===== src/rtl/fetch_stage_if.sv =====
// ---------------------------------------------------------------------------
// fetch_stage_if
// Bundles the instruction-cache port, the hazard/redirect controls and the
// IF/ID latch feed of the fetch stage.
//   master : the fetch stage (drives iREN/iaddr, ifid_*, halted, fetch_count)
//   slave  : the surroundings (icache, hazard unit, later stages, IF/ID)
// ---------------------------------------------------------------------------
interface fetch_stage_if;
    logic        ihit;
    logic [31:0] iload;
    logic        iREN;
    logic [31:0] iaddr;
    logic        stall;
    logic        redirect;
    logic [31:0] redirect_pc;
    logic [31:0] ifid_instr;
    logic [31:0] ifid_pc;
    logic [31:0] ifid_pc4;
    logic [31:0] ifid_next_pc;
    logic        ifid_en;
    logic        ifid_flush;
    logic        halted;
    logic [31:0] fetch_count;

    modport master (
        input  ihit, iload, stall, redirect, redirect_pc,
        output iREN, iaddr, ifid_instr, ifid_pc, ifid_pc4, ifid_next_pc,
               ifid_en, ifid_flush, halted, fetch_count
    );

    modport slave (
        output ihit, iload, stall, redirect, redirect_pc,
        input  iREN, iaddr, ifid_instr, ifid_pc, ifid_pc4, ifid_next_pc,
               ifid_en, ifid_flush, halted, fetch_count
    );
endinterface


===== src/rtl/fetch_stage.sv =====
// ---------------------------------------------------------------------------
// fetch_stage
// Instruction-fetch stage of the 5-stage MIPS pipeline. Owns the PC, reads
// the icache, parks a returned instruction in a one-entry skid buffer while
// IF/ID is stalled, applies redirects, and stops fetching on HALT.
// Ports:
//   CLK  - clock
//   RST  - synchronous active-high reset
//   bus  - fetch_stage_if.master: icache port (ihit/iload/iREN/iaddr),
//          stall/redirect inputs, IF/ID data/en/flush, halted, fetch_count
// ---------------------------------------------------------------------------
module fetch_stage #(
    parameter logic [31:0] PC_INIT   = 32'h0000_0000,
    parameter logic [31:0] HALT_WORD = 32'hFC00_0000
) (
    input  logic          CLK,
    input  logic          RST,
    fetch_stage_if.master bus
);

    typedef enum logic [1:0] {
        S_FETCH = 2'd0,
        S_HOLD  = 2'd1,
        S_HALT  = 2'd2
    } state_t;

    state_t      state_q, state_d;
    logic [31:0] pc_q, pc_d;
    logic [31:0] ibuf_q, ibuf_d;
    logic [31:0] count_q, count_d;
    logic [31:0] pc_plus4;
    logic        accept;

    // Fall-through prediction; wraps naturally at 2^32.
    assign pc_plus4 = pc_q + 32'd4;

    // Next-state logic. "accept" marks a cycle where IF/ID takes an
    // instruction; redirect always wins and discards any hit or buffer.
    always_comb begin
        state_d = state_q;
        pc_d    = pc_q;
        ibuf_d  = ibuf_q;
        count_d = count_q;
        accept  = 1'b0;
        case (state_q)
            S_FETCH: begin
                if (bus.redirect) begin
                    pc_d = bus.redirect_pc;
                end else if (bus.ihit && !bus.stall) begin
                    accept = 1'b1;
                    if (bus.iload == HALT_WORD) state_d = S_HALT;
                end else if (bus.ihit) begin
                    // Capture the word so the cache is not read again.
                    ibuf_d  = bus.iload;
                    state_d = S_HOLD;
                end
            end
            S_HOLD: begin
                if (bus.redirect) begin
                    pc_d    = bus.redirect_pc;
                    state_d = S_FETCH;
                end else if (!bus.stall) begin
                    accept  = 1'b1;
                    state_d = (ibuf_q == HALT_WORD) ? S_HALT : S_FETCH;
                end
            end
            S_HALT: begin
                if (bus.redirect) begin
                    pc_d    = bus.redirect_pc;
                    state_d = S_FETCH;
                end
            end
            default: state_d = S_FETCH;
        endcase
        if (accept) begin
            pc_d    = pc_plus4;
            count_d = count_q + 32'd1;
        end
    end

    always_ff @(posedge CLK) begin
        if (RST) begin
            state_q <= S_FETCH;
            pc_q    <= PC_INIT;
            ibuf_q  <= 32'd0;
            count_q <= 32'd0;
        end else begin
            state_q <= state_d;
            pc_q    <= pc_d;
            ibuf_q  <= ibuf_d;
            count_q <= count_d;
        end
    end

    // Combinational outputs; everything towards IF/ID and the icache is
    // quiet while reset is asserted.
    always_comb begin
        bus.iaddr        = pc_q;
        bus.fetch_count  = count_q;
        bus.iREN         = 1'b0;
        bus.ifid_en      = 1'b0;
        bus.ifid_flush   = 1'b0;
        bus.halted       = 1'b0;
        bus.ifid_instr   = 32'd0;
        bus.ifid_pc      = 32'd0;
        bus.ifid_pc4     = 32'd0;
        bus.ifid_next_pc = 32'd0;
        if (!RST) begin
            bus.iREN         = (state_q == S_FETCH);
            bus.ifid_en      = accept;
            bus.ifid_flush   = bus.redirect;
            bus.halted       = (state_q == S_HALT);
            bus.ifid_pc      = pc_q;
            bus.ifid_pc4     = pc_plus4;
            bus.ifid_next_pc = pc_plus4;
            case (state_q)
                S_FETCH: bus.ifid_instr = bus.iload;
                S_HOLD:  bus.ifid_instr = ibuf_q;
                default: bus.ifid_instr = 32'd0;
            endcase
        end
    end

endmodule


===== src/flat_wrapper.sv =====
// flat-port wrapper written by rule: the top's interface ports become plain ports
module fetch_stage_flat 
#(
    parameter logic [31:0] PC_INIT   = 32'h0000_0000,
    parameter logic [31:0] HALT_WORD = 32'hFC00_0000
)
  (CLK, RST, bus_ihit, bus_iload, bus_stall, bus_redirect, bus_redirect_pc, bus_iREN, bus_iaddr, bus_ifid_instr, bus_ifid_pc, bus_ifid_pc4, bus_ifid_next_pc, bus_ifid_en, bus_ifid_flush, bus_halted, bus_fetch_count);
  fetch_stage_if bus_i ();
  input  logic CLK;
  input  logic RST;
  input wire logic [$bits(bus_i.ihit)-1:0] bus_ihit;
  input wire logic [$bits(bus_i.iload)-1:0] bus_iload;
  input wire logic [$bits(bus_i.stall)-1:0] bus_stall;
  input wire logic [$bits(bus_i.redirect)-1:0] bus_redirect;
  input wire logic [$bits(bus_i.redirect_pc)-1:0] bus_redirect_pc;
  output wire logic [$bits(bus_i.iREN)-1:0] bus_iREN;
  output wire logic [$bits(bus_i.iaddr)-1:0] bus_iaddr;
  output wire logic [$bits(bus_i.ifid_instr)-1:0] bus_ifid_instr;
  output wire logic [$bits(bus_i.ifid_pc)-1:0] bus_ifid_pc;
  output wire logic [$bits(bus_i.ifid_pc4)-1:0] bus_ifid_pc4;
  output wire logic [$bits(bus_i.ifid_next_pc)-1:0] bus_ifid_next_pc;
  output wire logic [$bits(bus_i.ifid_en)-1:0] bus_ifid_en;
  output wire logic [$bits(bus_i.ifid_flush)-1:0] bus_ifid_flush;
  output wire logic [$bits(bus_i.halted)-1:0] bus_halted;
  output wire logic [$bits(bus_i.fetch_count)-1:0] bus_fetch_count;
  assign bus_i.ihit = bus_ihit;
  assign bus_i.iload = bus_iload;
  assign bus_i.stall = bus_stall;
  assign bus_i.redirect = bus_redirect;
  assign bus_i.redirect_pc = bus_redirect_pc;
  assign bus_iREN = bus_i.iREN;
  assign bus_iaddr = bus_i.iaddr;
  assign bus_ifid_instr = bus_i.ifid_instr;
  assign bus_ifid_pc = bus_i.ifid_pc;
  assign bus_ifid_pc4 = bus_i.ifid_pc4;
  assign bus_ifid_next_pc = bus_i.ifid_next_pc;
  assign bus_ifid_en = bus_i.ifid_en;
  assign bus_ifid_flush = bus_i.ifid_flush;
  assign bus_halted = bus_i.halted;
  assign bus_fetch_count = bus_i.fetch_count;
  fetch_stage #(.PC_INIT(PC_INIT), .HALT_WORD(HALT_WORD)) u_core (.CLK(CLK), .RST(RST), .bus(bus_i));
endmodule

===== config.mk =====
export PLATFORM = sky130hd
export DESIGN_NAME = fetch_stage_flat
export DESIGN_NICKNAME = d
export VERILOG_FILES = /design/src/rtl/fetch_stage_if.sv /design/src/rtl/fetch_stage.sv /design/src/flat_wrapper.sv
export SDC_FILE = /design/constraint.sdc
export NUM_CORES = 1
export LEC_CHECK = 0
export CAP_MARGIN = 10
export CORE_MARGIN = 4
export CORE_UTILIZATION = 36
export CTS_BUF_LIST = sky130_fd_sc_hd__clkbuf_8 sky130_fd_sc_hd__clkbuf_16
export DETAILED_ROUTE_END_ITERATION = 8
export DONT_BUFFER_PORTS = 1
export PLACE_DENSITY = 0.51
export SYNTH_ARGS = -nofsm -noshare
export SYNTH_HDL_FRONTEND = slang
export SYNTH_SLANG_ARGS = --single-unit

===== constraint.sdc =====
create_clock -name CLK -period 2.3 [get_ports CLK]
set_input_delay 0.23 -clock CLK [delete_from_list [all_inputs] [get_ports CLK]]
set_output_delay 0.23 -clock CLK [all_outputs]
set_load 0.05 [all_outputs]

==> metrics <==
status complete, no violations; Multi-input gate area between 3000 and 4000 µm²; Max H-tree Level 3; antenna fix cells 0; fin. max-slew vios 0; CTS tree yes; RR Startpoint u_core.state_q[1]; most common cell after layout, fill and taps aside buf_4; GP Congestion 0.8234; Async SR Flop Fraction 0%; I/O Buffers 0; Setup-failing EPs final 0; Final Hold Fails 0; vias in the first global route 5,960; Worst Setup SP u_core.bus.iaddr[8]; vias per cell roughly 5.6; Cell Area, Synth 5977 µm²; die height 136.9 µm; Crit path buffers/inverters 2; CP Depth 7; Cell Count, Final, Fillers Out between 1,000 and 1,500; FF/Latch Area approximately 2000 µm²; max-cap violations 0; I/O pin cnt 265; Yosys top cell by area dfxtp_1; top_reg_cell synth dfxtp_1; Critical Path Source Type flip-flop; total negative slack 0 ps; initial antenna violation count 0; number of fill cells roughly 1,500; Cell Count Post-Placement roughly 1,100; clock buffer depth 2; Gate Count Post-Synth a little over 800; Final ANT Viol Nets 0; area share of the largest cell type after synthesis approximately 33%; reg-to-reg endpoint u_core.ibuf_q[6]; Place WS around 230 ps; fin worst setup slack roughly 23 ps; WS Path Type reg2out; Worst path slowest cell dfxtp_2; crit path to bus_ifid_next_pc[29]; initial core utilization between 30% and 40%; Final nets 995; Clock Tree Root clkbuf_16; minimum clock period approximately 2300 ps; Critical Path RT between 2000 and 2500 ps; data arrival time of the worst path roughly 2000 ps; RSZ-0062 raised after global routing true; endpoint type of the worst setup path primary output; top post-synthesis cells by area dfxtp_1, nand2_1, a21oi_1, a22o_1, nor2_1; routed len/inst 18.50 µm; Core Area between 15,000 and 20,000 µm²; Post-Syn Nets slightly below 900; worst r2r path cells 7; vias post-DR roughly 6,400; Die Footprint ~19,000 µm²; DP HPWL roughly 15 mm; R2R Setup Slk around 250 ps; DRC viols 0; slowest stage delay, CP 360 ps; Chip Width between 100 and 150 µm; YS warnings 0; first-pass GRT wire length approximately 32 mm; worst-path cell chain nand4_4 > nor3_4 > buf_6 > nand3_4 > or3_4 > a21oi_4 > buf_12; Synth Register Bits between 90 and 100; GR Util All Layers 21.30%; Leakage ~0.0032 µW; Slew @ Worst Pin roughly 640 ps; crit share post-route between 90% and 100%; f_max 439.3 MHz; PwrDens slightly below 600 nW/µm²; Top Family by Delay on Critical Path simple AND/OR/NAND/NOR gates; largest net degree at the start of global routing 86; Post-synth EDFFs 0; maximum VDD drop 515.4 µV; Iteration-0 DRC Markers about 380; Syn Area/Cell 7.425 µm²; Seq/Total Area, Yosys about a third; share of cells above drive strength 1 between 30% and 40%; cts bufs inserted 9; crit-path max FO 5; global route total overflow 0; CTS sink count about 100; clk_lat worst skew 340 ps; WL final 21.16 mm; Clock Skews 7.121 ps; row count 46; number of detailed-route iterations in the first pass 5; Hold Path Class in2reg; commonest cells after routing, fill and taps aside buf_4, nand2_1, dfxtp_1; Slew headroom between 50% and 60%; Layout area overhead 45.55%; Cell variety after synth 54; register clock-pin slew on the reported worst setup and hold paths around 70 ps
## metal layers
layer / vias up / track usage [%] / share of wire [%]
met1: 3016 / 24.77 / 38
met3: 27 / 6.103 / 8.7
met5: - / 0 / 0
li1: 3041 / - / -
met2: 268 / 38.17 / 51
met4: 0 / 5.820 / 1.9
## worst reg2reg max path: stages, from the launching register on
cell	delay (ps)
dfxtp_1	310
buf_4	170
nor2_1	170
and3_1	200
buf_4	330
nand2_1	100
a21oi_1	140
dlygate4sd3_1	570
## repair_timing
item	CTS	global route
setup buffers	10	9
pin swaps	9	9
endpoints found under the setup margin	12	34
hold endpoints to repair	85	0
hold buffers	5	0
cloned	0	1
gates resized for setup	24	15
## how the worst min path moves through the flow
stage                        from             endpoint  slack (ps)  cells after the start
2_1_floorplan       bus_iload[28]    u_core.ibuf_q[28]         370                      2
3_3_place_gp                  RST     u_core.ibuf_q[6]         320                      1
3_5_place_dp                  RST     u_core.ibuf_q[6]         320                      1
4_1_cts        bus_redirect_pc[1]  u_core.bus.iaddr[1]         0.3                      2
5_1_grt             bus_iload[19]    u_core.ibuf_q[19]           2                      2
6_report       bus_redirect_pc[1]  u_core.bus.iaddr[1]          20                      2
## report_power, final
part / internal [µW] / total (µW) / switching, µW
logic: 548 / 1710 / 1160
registers: 1770 / 1850 / 78.0
clock network: 875 / 1560 / 683
total: 3200 / 5120 / 1930
## state kept, by name, summed over array words and instances (netlist names)
name / cells
u_core.ibuf_q: 32
u_core.state_q: 2
u_core.bus.fetch_count: 32
u_core.bus.iaddr: 32
## cell families (layout without fill, tap and decap cells)
logic type,after synthesis,count (layout),share of synthesized area (%)
fa+ha+maj,2,2,0.4186
xor+xnor,47,47,6.887
flops,98,98,32.82
buf+inv,112,235,9.357
compound gates,180,180,19.26
simple gates,366,366,31.25
## metrics by stage
step / instance area, µm² / hold slack [ps] / power [µW] / utilization [%]
after floorplan: 6301 / 366.0 / 3096 / -
after global placement: 7979 / 322.1 / 3523 / 49.69
after detailed placement: 7979 / 322.6 / 3537 / 49.69
after CTS: 8543 / 0.3197 / 5167 / 53.20
after global routing: 8700 / 2.187 / 5317 / 54.18
final: 8700 / 15.17 / 5122 / 54.18
## synth_stat cells, drive strengths merged, types with 26 or more instances
cell	count
nand2	112
dfxtp	98
nor2	76
a21oi	66
clkbuf	47
buf	46
o21ai	35
a22o	33
nor2b	31
xnor2	31
nor4	26
## layout make-up
type / instances / share of cell area, %
flip-flops and latches: 98 / 23.39
clock inverters: 5 / 0.7047
well taps: 216 / 3.107
inverters: 19 / 0.8198
clock buffers: 10 / 2.747
multi-input cells: 595 / 44.12
repair buffers: 201 / 25.11
(Power assumes the default switching activity.)
==> RTL edit 1 (same settings) <==
`ibuf_q` no longer has a reset.
--- a/src/rtl/fetch_stage.sv
+++ b/src/rtl/fetch_stage.sv
@@ -83,12 +83,14 @@
             state_q <= S_FETCH;
             pc_q    <= PC_INIT;
-            ibuf_q  <= 32'd0;
             count_q <= 32'd0;
         end else begin
             state_q <= state_d;
             pc_q    <= pc_d;
-            ibuf_q  <= ibuf_d;
             count_q <= count_d;
         end
+    end
+
+    always_ff @(posedge CLK) begin
+        ibuf_q <= ibuf_d;
     end
 
Function: same outputs for any inputs over 4 cycles, from zero or initial values and one cycle with RST high; that may be too few to reach the edited logic, so the function may still have changed.
==> RTL edit 1 against the unedited design <==
  * Register-to-register slack lost 0.18 ns
  * The flow now finishes with violations (setup timing)
  * Global-route usage is 0.11 points lower
  * Design area is 3.6% higher
  * Total power shrank 6.8%
  * Worst setup slack got worse by 0.028 ns
  * Routed wire length is 4.8% lower
  * Sequential cell count did not move
  * First-iteration DRC count is 8.0% higher
  * Area after synthesis is 1.5% lower
  * Highest routed layer unchanged
==> RTL edit 1: results (changes against the unedited design) <==
Parameter                              Value

Global routing
  Met1 Track Usage GR ... 24.8% (+0.082 points)
  First-pass GRT wire length ... 31.3 mm (-1.8%)
  Global Route met2 Usage ... 37.0% (-1.1 points)

Synthesis
  Synthesized instance count ... 675 (-16%)
  Post-synthesis mux area share ... 0.361% (+0.36 points)
  Compound-gate portion of the synthesized area ... 15.0% (-4.3 points)
  Commonest cells in the netlist ... sky130_fd_sc_hd__nor2_1 (80), sky130_fd_sc_hd__dfxtp_1 (66), sky130_fd_sc_hd__nand2_1 (45)
  Main area contributors after synthesis ... sky130_fd_sc_hd__dfxtp_1 (22%), sky130_fd_sc_hd__edfxtp_1 (16%), sky130_fd_sc_hd__nor2_1 (5.1%)
  Number of synthesized flops with an enable pin ... 32 (+32)
  Number of distinct library cell variants in the gate-level netlist after synthesis ... 64 (+19%)
  XOR/XNOR Fraction of Synth Area ... 8.03% (+1.1 points)
  Adder and majority gate portion of the synthesized area ... 0.425% (+0.0063 points)
  Share of synthesized area occupied by flip-flops and latches ... 38.8% (+5.9 points)

Power and ir drop
  Sequential cell power ... 1.90 mW (+3%)
  Max rail drop VDD ... 358 µV (-31%)
  Leakage power ... 3.49 nW (+7.8%)

Finish
  Count of multi-input combinational gates ... 485 (-18%)
  Area taken by flip-flops and latches ... 2340 µm² (+15%)
  Core occupancy in the finished layout ... 56.5% (+2.4 points)
  Number of nets in the final layout ... 907 (-8.8%)
  Fraction of cell area in non-clock buffers ... 28.4% (+3.3 points)
  Invs w/o clock ... 8 (-11)
  Fraction of area in clock buffers and inverters ... 3.15% (-0.30 points)
  Filler cells ... 1410 (-3.2%)
  Total area of multi-input combinational cells ... 3520 µm² (-8.2%)

Run status
  Failing checks ... setup timing
  Status ... finished with violations

Placed design
  Routability cong. ... 0.865 (+5.0%)
  Detailed placement HPWL ... 14.1 mm (-6.6%)

STA
  Worst-Margin Slew ... 0.680 ns (+0.0357 ns)
  Total negative slack ... -0.00850 ns (-0.00850 ns)
  Fin worst setup slack ... -0.00456 ns (-0.0280 ns)
  Post-route clock skew ... 0.0105 ns (+0.00333 ns)
  Setup Viol. Count Final ... 2 (+2)

Detailed routing
  Routed length on met3 ... 1.86 mm (+0.65%)
  Vias ... 5770 (-9.2%)
  DRT Wirelength ... 20.2 mm (-4.8%)
  Iteration-0 DRC Markers ... 407 (+8.0%)

Worst setup path
  Capturing element of the worst setup path ... bus_ifid_next_pc[25]
  FF-to-FF setup slack ... 0.07 ns (-0.18 ns)
  Critical Path Start ... u_core.bus.iaddr[17]
  Worst Path Max Fanout ... 4 (-1)
  Reg2reg path depth ... 8 (+1)
  Cell with the biggest individual delay on the critical path ... sky130_fd_sc_hd__dfxtp_4

Clock network
  Post-cts gate resize count ... 22 (-8.3%)
  Cts-stage hold buffer count ... 33 (+28)

Min path
  End point of the most critical hold path ... u_core.bus.iaddr[0]
  Hold wc startpoint ... bus_redirect_pc[0]
-- RTL edit 1: cell count changes after synthesis, moves of 7 or more --
| cell | before | now |
|---|---|---|
| sky130_fd_sc_hd__a22oi_1 | 5 | 12 |
| sky130_fd_sc_hd__xnor2_1 | 31 | 22 |
| sky130_fd_sc_hd__o21ai_1 | 0 | 9 |
| sky130_fd_sc_hd__o21ai_0 | 35 | 11 |
| sky130_fd_sc_hd__edfxtp_1 | 0 | 32 |
| sky130_fd_sc_hd__clkbuf_1 | 47 | 32 |
| sky130_fd_sc_hd__nand2_1 | 112 | 45 |
| sky130_fd_sc_hd__dfxtp_1 | 98 | 66 |
| sky130_fd_sc_hd__xor2_1 | 16 | 32 |
| sky130_fd_sc_hd__a21oi_1 | 66 | 23 |
| sky130_fd_sc_hd__inv_1 | 19 | 8 |
| sky130_fd_sc_hd__or3_1 | 22 | 6 |
| sky130_fd_sc_hd__and4_1 | 3 | 10 |
==> RTL edit 2 (same flow settings) <==
Without the edit above. `HALT_WORD` is set to 32'hFC00_0000 in 2 places; all go to 32'h7E000000.
--- a/src/rtl/fetch_stage.sv
+++ b/src/rtl/fetch_stage.sv
@@ -12,5 +12,5 @@
 module fetch_stage #(
     parameter logic [31:0] PC_INIT   = 32'h0000_0000,
-    parameter logic [31:0] HALT_WORD = 32'hFC00_0000
+    parameter logic [31:0] HALT_WORD = 32'h7E000000
 ) (
     input  logic          CLK,
--- a/src/flat_wrapper.sv
+++ b/src/flat_wrapper.sv
@@ -3,5 +3,5 @@
 #(
     parameter logic [31:0] PC_INIT   = 32'h0000_0000,
-    parameter logic [31:0] HALT_WORD = 32'hFC00_0000
+    parameter logic [31:0] HALT_WORD = 32'h7E000000
 )
   (CLK, RST, bus_ihit, bus_iload, bus_stall, bus_redirect, bus_redirect_pc, bus_iREN, bus_iaddr, bus_ifid_instr, bus_ifid_pc, bus_ifid_pc4, bus_ifid_next_pc, bus_ifid_en, bus_ifid_flush, bus_halted, bus_fetch_count);
Behaviour: not the same (Yosys sat finds a counterexample within 4 cycles, from zero or initial values and one cycle with RST high).
==> RTL edit 2 against the unedited design <==
  * The flow now finishes with violations (setup timing)
  * Total power is 1.3% lower
  * Final cell count is 0.17% higher
  * Worst setup slack worse by 0.030 ns
  * Maximum frequency is 1.3% lower
  * Sequential cell count stayed put
  * Routed wire length is 1.7% lower
  * Non-clock buffer count is 5 higher
  * Synthesized cell count is 0.37% lower
  * Worst hold slack hardly changed
  * Area after synthesis is 0.19% lower
  * Design area is 1.3% lower
  * Critical endpoint is now bus_ifid_pc4[26]
  * Largest power group unchanged
==> RTL edit 2: results (changes against the unedited design) <==
Parameter                              Value

Finish
  Filler cells ... 1485 (+1.9%)
  Number of nets in the final layout ... 997 (+0.20%)
  Proportion of layout cells with a drive suffix above 1 ... 33.9% (+0.47 points)

Clock network
  H-tree depth ... 3 (unchanged)
  Bufs on Longest Clock Path ... 2 (unchanged)
  Clock-pin slew on the worst setup and hold paths ... 0.07 ns (about the same)

Synthesis
  XOR/XNOR Fraction of Synth Area ... 6.90% (+0.013 points)
  Adder and majority gate portion of the synthesized area ... 0.419% (+0.00079 points)
  Synthesized Nets ... 873 (-0.34%)
  Share of synthesized area occupied by flip-flops and latches ... 32.9% (+0.062 points)
  Main area contributors after synthesis ... sky130_fd_sc_hd__dfxtp_1 (33%), sky130_fd_sc_hd__nand2_1 (7.1%), sky130_fd_sc_hd__a21oi_1 (5.5%)
  Compound-gate portion of the synthesized area ... 19.4% (+0.12 points)
  Number of distinct library cell variants in the gate-level netlist after synthesis ... 55 (+1.9%)
  Share of flip-flops with an asynchronous set or reset ... 0% (unchanged)
  Post-synthesis mux area share ... 0% (unchanged)
  Commonest cells in the netlist ... sky130_fd_sc_hd__nand2_1 (113), sky130_fd_sc_hd__dfxtp_1 (98), sky130_fd_sc_hd__nor2_1 (72)

Detailed routing
  DRT Wirelength ... 20.8 mm (-1.7%)
  Amount of wire on met2 after detailed routing ... 10.6 mm (-2.6%)
  Sum of routed wire segments on met1 ... 8.03 mm (-0.26%)
  Iteration-0 DRC Markers ... 380 (+0.80%)
  Vias ... 6358 (+0.094%)
  Uppermost metal layer occupied by signal nets ... met4
  Routed length on met3 ... 1.86 mm (+0.49%)

STA
  Fin worst setup slack ... -0.00694 ns (-0.0304 ns)
  Total negative slack ... -0.0139 ns (-0.0139 ns)
  Relative slew slack ... 57.1% (+0.13 points)
  Post-route clock skew ... 0.00894 ns (+0.00182 ns)
  Setup Viol. Count Final ... 2 (+2)

Global routing
  Pin count of the biggest net entering global routing ... 83 (-3.5%)
  Met1 Track Usage GR ... 24.2% (-0.53 points)
  Initial antenna violation count ... 0 (unchanged)
  Overall routing resource usage ... 20.9% (-0.37 points)
  First-pass GRT wire length ... 31.6 mm (-1.1%)
  Global-route met3 utilization ... 5.59% (-0.51 points)
  Global Route met2 Usage ... 38.2% (about the same)
  Vias in the first global route ... 6191 (+3.9%)

Power and ir drop
  Max rail drop VDD ... 300 µV (-42%)
  Leakage power ... 3.27 nW (+1.1%)
  Net Sw Power ... 1.90 mW (-1.5%)

Run status
  Failing checks ... setup timing
  Status ... finished with violations

Placed design
  Detailed placement HPWL ... 14.8 mm (-2.1%)
  Routability cong. ... 0.872 (+5.9%)
  Number of port buffers ... 0 (unchanged)
  Setup slack after placement ... 0.115 ns (-0.118 ns)

Worst setup path
  Worst Path Max Fanout ... 6 (+1)
  Cell with the biggest individual delay on the critical path ... sky130_fd_sc_hd__dfxtp_4
  Largest stage delay on the critical path ... 0.38 ns (+0.02 ns)
  Data arrival time of the worst path ... 2.08 ns (+0.03 ns)
[RTL edit 2: metrics by stage]
| stage | instance area, µm² | instances |
|---|---|---|
| after floorplan | 6300 | 802 |
| after global placement | 7820 | 1105 |
| after detailed placement | 7820 | 1105 |
| after CTS | 8350 | 1131 |
| after global routing | 8590 | 1146 |
| final | 8590 | 1146 |
[RTL edit 2: area by class of cell]
class	count	area, µm²	share of cell area [%]
multi-input cells	593	3830	44.6
repair buffers	206	2090	24.4
flip-flops and latches	98	2040	23.7
well taps	216	270	3.15
clock buffers	9	225	2.62
inverters	18	67.6	0.787
clock inverters	6	65.1	0.758
[RTL edit 2: power by group through the flow]
stage          clock [mW]  combinational, mW  sequential (mW)
2_1_floorplan           0               1.03             2.06
3_3_place_gp            0               1.61             1.87
3_5_place_dp            0               1.62             1.87
4_1_cts              1.55               1.68             1.84
5_1_grt              1.61               1.78             1.86
6_report             1.51               1.69             1.85
[RTL edit 2: what timing repair did]
action | 4_1_cts | 5_1_grt
hold endpoints to repair | 82 | 0
gates cloned | 0 | 1
setup endpoints to repair | 30 | 30
pin swaps | 9 | 15
resized for setup | 29 | 26
hold buffers | 2 | 0
buffers inserted | 9 | 14
[RTL edit 2: worst paths after layout]
path                                     end  slack (ns)                 from  depth (start not counted)
hold / removal              u_core.ibuf_q[6]        0.02         bus_iload[6]                          2
setup reg to reg  u_core.bus.fetch_count[24]        0.23    u_core.state_q[0]                          5
setup / recovery            bus_ifid_pc4[26]      -0.007  u_core.bus.iaddr[2]                          8
hold reg to reg            u_core.ibuf_q[29]        0.47    u_core.ibuf_q[29]                          2
[RTL edit 2: cell families after synthesis]
group / count (synthesis)
buf+inv: 111
simple gates: 364
xor+xnor: 47
compound gates: 180
fa+ha+maj: 2
flops: 98
